[src/rtl/butterfly_writeback.sv]
// Purpose: buffers butterfly result pairs and writes each as two serial RAM words (y0 first, then y1).
// Latency: a pair accepted while idle has y0 written 2 cycles later and y1 3 cycles later (grant held high).
// Backpressure: in_ready drops when the pair FIFO is full (no same-cycle pop credit); ram_grant low stalls WR0/WR1.
module butterfly_writeback #(
  parameter int DATA_WIDTH = 16,
  parameter int ADDR_WIDTH = 10,
  parameter int FIFO_DEPTH = 2
) (
  input  logic                    clk,
  input  logic                    rst_n,
  input  logic                    in_valid,
  output logic                    in_ready,
  input  logic [2*DATA_WIDTH-1:0] y0,
  input  logic [2*DATA_WIDTH-1:0] y1,
  input  logic [ADDR_WIDTH-1:0]   addr0,
  input  logic [ADDR_WIDTH-1:0]   addr1,
  input  logic                    ram_grant,
  output logic                    ram_we,
  output logic [ADDR_WIDTH-1:0]   ram_addr,
  output logic [2*DATA_WIDTH-1:0] ram_wdata,
  output logic                    idle
);

  localparam int WW = 2 * DATA_WIDTH;
  localparam int PW = $clog2(FIFO_DEPTH);
  localparam int CW = $clog2(FIFO_DEPTH + 1);

  typedef struct packed {
    logic [ADDR_WIDTH-1:0] addr1;
    logic [WW-1:0]         y1;
    logic [ADDR_WIDTH-1:0] addr0;
    logic [WW-1:0]         y0;
  } pair_t;

  typedef enum logic [1:0] {
    IDLE = 2'd0,
    WR0  = 2'd1,
    WR1  = 2'd2
  } state_t;

  state_t        state;
  state_t        state_nxt;
  pair_t         mem [FIFO_DEPTH];
  pair_t         hold;
  logic [PW-1:0] wr_ptr;
  logic [PW-1:0] rd_ptr;
  logic [CW-1:0] count;
  logic          fifo_empty;
  logic          push;
  logic          pop;

  // Ready is taken from the registered count only, so a full FIFO stalls even when popping.
  assign fifo_empty = (count == '0);
  assign in_ready   = (count < CW'(FIFO_DEPTH));
  assign push       = in_valid && in_ready;
  assign idle       = (state == IDLE) && fifo_empty;

  // Pair storage; contents need no reset because count gates every read.
  always_ff @(posedge clk) begin
    if (push) begin
      mem[wr_ptr] <= {addr1, y1, addr0, y0};
    end
  end

  // Pointers wrap naturally since the depth is a power of two; count tracks occupancy.
  always_ff @(posedge clk or negedge rst_n) begin
    if (!rst_n) begin
      wr_ptr <= '0;
      rd_ptr <= '0;
      count  <= '0;
    end else begin
      if (push) begin
        wr_ptr <= wr_ptr + PW'(1);
      end
      if (pop) begin
        rd_ptr <= rd_ptr + PW'(1);
      end
      case ({push, pop})
        2'b10:   count <= count + CW'(1);
        2'b01:   count <= count - CW'(1);
        default: count <= count;
      endcase
    end
  end

  // State register and the hold register that owns the pair being written.
  always_ff @(posedge clk or negedge rst_n) begin
    if (!rst_n) begin
      state <= IDLE;
      hold  <= '0;
    end else begin
      state <= state_nxt;
      if (pop) begin
        hold <= mem[rd_ptr];
      end
    end
  end

  // Next state, pop decision and RAM port drive; address/data come from registered state only.
  always_comb begin
    state_nxt = state;
    pop       = 1'b0;
    ram_we    = 1'b0;
    ram_addr  = '0;
    ram_wdata = '0;
    case (state)
      IDLE: begin
        if (!fifo_empty) begin
          pop       = 1'b1;
          state_nxt = WR0;
        end
      end
      WR0: begin
        ram_we    = ram_grant;
        ram_addr  = hold.addr0;
        ram_wdata = hold.y0;
        if (ram_grant) begin
          state_nxt = WR1;
        end
      end
      WR1: begin
        ram_we    = ram_grant;
        ram_addr  = hold.addr1;
        ram_wdata = hold.y1;
        if (ram_grant) begin
          if (!fifo_empty) begin
            pop       = 1'b1;
            state_nxt = WR0;
          end else begin
            state_nxt = IDLE;
          end
        end
      end
      default: state_nxt = IDLE;
    endcase
  end

endmodule

[config.mk]
export PLATFORM = sky130hd
export DESIGN_NAME = butterfly_writeback
export DESIGN_NICKNAME = d
export VERILOG_FILES = /design/src/rtl/butterfly_writeback.sv
export SDC_FILE = /design/constraint.sdc
export NUM_CORES = 1
export LEC_CHECK = 0
export BUFFER_PORTS_ARGS = -buffer_cell sky130_fd_sc_hd__buf_4
export CORE_ASPECT_RATIO = 1.1
export CORE_MARGIN = 2
export CORE_UTILIZATION = 50
export CTS_BUF_LIST = sky130_fd_sc_hd__clkbuf_16
export CTS_CLUSTER_DIAMETER = 200
export DETAILED_ROUTE_END_ITERATION = 12
export PLACE_DENSITY = 0.71
export REMOVE_ABC_BUFFERS = 1
export SETUP_SLACK_MARGIN = 0.02
export SLEW_MARGIN = 20
export SYNTH_ARGS = -nofsm -noshare
export SYNTH_HDL_FRONTEND = slang
export SYNTH_SLANG_ARGS = --single-unit
[constraint.sdc]
create_clock -name clk -period 11.25 [get_ports clk]
set_clock_uncertainty 0.2 [all_clocks]
set_input_delay 1.125 -clock clk [delete_from_list [all_inputs] [get_ports clk]]
set_output_delay 1.125 -clock clk [all_outputs]
set_load 0.005 [all_outputs]
==> flow_metrics.env <==
export IMPL_multiInputGateArea_mm2=0.00287
export IMPL_crit_fanout=25
export IMPL_p_total_mw=3.63
export IMPL_synth_cell_types=27
export IMPL_syn_to_final_growth_pct=20.7
export IMPL_min_period_over_period_pct=34.7
export IMPL_status="completed"
export IMPL_crit_type="flop to primary output"
export IMPL_clock_sinks=258
export IMPL_cap_viol_max_count=0
export IMPL_rows=55
export IMPL_slew_limit_headroom_pct=30.5
export IMPL_antenna_found_initial=0
export IMPL_layout_area_seq_mm2=0.00730
export IMPL_synth_edf_count=168
export IMPL_ant_nets=0
export IMPL_grt_pass1_vias=5710
export IMPL_grt_pass1_wl_um=30300
export IMPL_drc=0
export IMPL_cp_start_kind="flop"
export IMPL_fmax_mhz=256
export IMPL_grt_setup_unrepaired="false"
export IMPL_startpoint="state[0]"
export IMPL_endpoint="ram_wdata[17]"
export IMPL_ios=133
export IMPL_final_setup_viol_count=0
export IMPL_postCtsHoldBufs=0
export IMPL_netlist_instances=573
export IMPL_irDropWorstVdd_mv=0.156
export IMPL_viasPerCell=5.32
export IMPL_synth_main_ff_cell="edfxtp_1"
export IMPL_path_cells="inv_1 > ha_1 > buf_4 > nor2b_1 > buf_4"
export IMPL_max_stage_delay_ns=0.68
export IMPL_yosysTopAreaCell="edfxtp_1"
export IMPL_fill_cells=1500
export IMPL_place_congestion=0.701
export IMPL_power_leakage_nw=4.83
export IMPL_critPathRequiredTime_ns=9.93
export IMPL_insertion_delay_ns=0.52
export IMPL_finalHoldViolCount=0
export IMPL_grt_ovfl_total=0
export IMPL_cts_tree="done"
export IMPL_clock_path_buffers=3
export IMPL_track_usage_pct=17.7
export IMPL_cts_resized=0
export IMPL_synthTopCellsByArea="edfxtp_1, dfrtp_1, mux2_2, mux2_4, a22oi_1"
export IMPL_syn_area_per_cell_um2=18.0
export IMPL_reg2reg_from="state[0]"
export IMPL_vias=5227
export IMPL_finalMaxSlewViolations=0
export IMPL_reg2regPathDepth=8
export IMPL_die_y_um=155
export IMPL_drive_gt1_share_pct=48.6
export IMPL_reg2reg_setup_slack_ns=7.42
export IMPL_routedWlPerCell_um=19.7
export IMPL_ys_seq_area_share_pct=70.6
export IMPL_cp_slowest_cell="ha_1"
export IMPL_worstHoldPathType="input pin to async pin"
export IMPL_netlist_area_mm2=0.0103
export IMPL_synth_top_cell_area_share_pct=48.8
export IMPL_fin_setup_tns_ns=0
export IMPL_drt_pre_antenna_iters=4
export IMPL_yosys_warnings=0
export IMPL_totalWireLength_um=19400
export IMPL_endpoint_kind="primary output"
export IMPL_dieArea_mm2=0.0218
export IMPL_min_period_ns=3.90
export IMPL_grt_max_degree=88
export IMPL_cts_root_buf="clkbuf_16"
export IMPL_io_buffers=132
export IMPL_antenna_cells=0
export IMPL_arrival_ns=2.58
export IMPL_clk_pin_slew_ns=0.06
export IMPL_p_per_area_mw_per_mm2=291
export IMPL_die_x_um=141
export IMPL_cts_setup_buffers=0
export IMPL_h_tree_depth=1
export IMPL_crit_top_cell="buf_4"
export IMPL_core_area_mm2=0.0204
export IMPL_synthArstFlopShare_pct=34.9
export IMPL_fin_util_pct=61.1
export IMPL_start_util_pct=50.6
export IMPL_drt_iter0_drc=336
export IMPL_dp_hpwl_um=11500
export IMPL_cts_buffers=26
export IMPL_r2r_end="count[1]"
export IMPL_synth_seq_cells=258
export IMPL_finalNetCount=801
export IMPL_tightest_slew_ns=1.04
[kinds of logic (layout without fill, tap and decap cells)]
group                      Yosys count  count (layout)  synth area share, %
and+or+nand+nor                     51              51                 3.05
adders and majority gates            6               6                0.726
DFF                                258             258                 70.6
xor gates and xnor gates             5               5                0.424
buffers and inverters               37             191                 1.92
AOI/OAI and AO/OA                   47              47                 3.52
muxes                              169             169                 19.8
[stage by stage]
step           worst slack (ns)  instance area [um^2]  hold WS [ns]  instances
2_1_floorplan              5.80                 10200         0.261        541
3_3_place_gp               7.29                 11500         0.290        933
3_5_place_dp               7.14                 11500         0.296        934
4_1_cts                    7.13                 12400         0.161        982
5_1_grt                    7.06                 12500         0.168        983
6_report                   7.35                 12500         0.187        983
[worst max-delay path, delay by kind of cell, from the launching register on]
kind	cells	cell delay, ns
flops	1	0.44
buf+inv	3	0.67
simple gates	1	0.27
fa+ha+maj	1	0.68
[placed cells by master (no fill, tap or decap), types with 2 or more instances in the layout]
cell type  synthesis  final
edfxtp_1         168    168
buf_4              0    135
mux2_2           130    130
dfrtp_1           90     89
a22oi_1           42     42
nor2b_1           42     42
mux2_4            38     38
clkbuf_16          0     27
inv_1              5     11
clkinv_2           0      6
bufinv_16          0      5
xnor2_1            4      4
ha_1               6      4
clkinv_1           0      4
nor2_4             1      2
buf_16             0      2
[worst min-delay path by stage]
stage	endpoint	slack, ns	cells past startpoint
2_1_floorplan	wr_ptr	0.26	1
3_3_place_gp	hold[36]	0.29	1
3_5_place_dp	hold[11]	0.30	1
4_1_cts	hold[75]	0.16	1
5_1_grt	hold[75]	0.17	1
6_report	hold[75]	0.19	1
[synth_stat cells, types with 2 or more instances]
| master | instances |
|---|---|
| xnor2_1 | 4 |
| nor2b_1 | 42 |
| clkbuf_1 | 13 |
| mux2_4 | 38 |
| nor2_1 | 2 |
| and3_1 | 2 |
| dfrtp_1 | 90 |
| a22oi_1 | 42 |
| buf_2 | 12 |
| inv_1 | 5 |
| mux2_2 | 130 |
| buf_6 | 6 |
| ha_1 | 6 |
| edfxtp_1 | 168 |
[routing by layer]
metal  GRT usage [%]  vias to the layer above  share of wire, %
li1                -                     2436                 -
met1            22.6                     2628                43
met2            31.4                      132                51
met3            2.79                       31               4.5
met4            5.00                        0               1.8
met5               0                        -                 0
[state kept, by name, indices dropped and copies added, names as in the netlist]
signal and cells:
count 2, hold 84, mem 168, rd_ptr 1
state 2, wr_ptr 1
[where the power goes]
part	internal [mW]	leakage, nW	switching, mW
sequential	1.32	2.60	0.153
combinational	0.721	1.77	0.548
clock	0.546	0.465	0.346
total	2.59	4.83	1.05
[final cells by class]
cell class	instances	area share, %
clock buffers	27	5.41
clock inverters	21	1.74
inverters	5	0.150
multi-input cells	278	23.0
flip-flops and latches	258	58.5
well taps	256	2.57
repair buffers	138	8.65
Note: power is estimated with default switching activity, not from simulation.
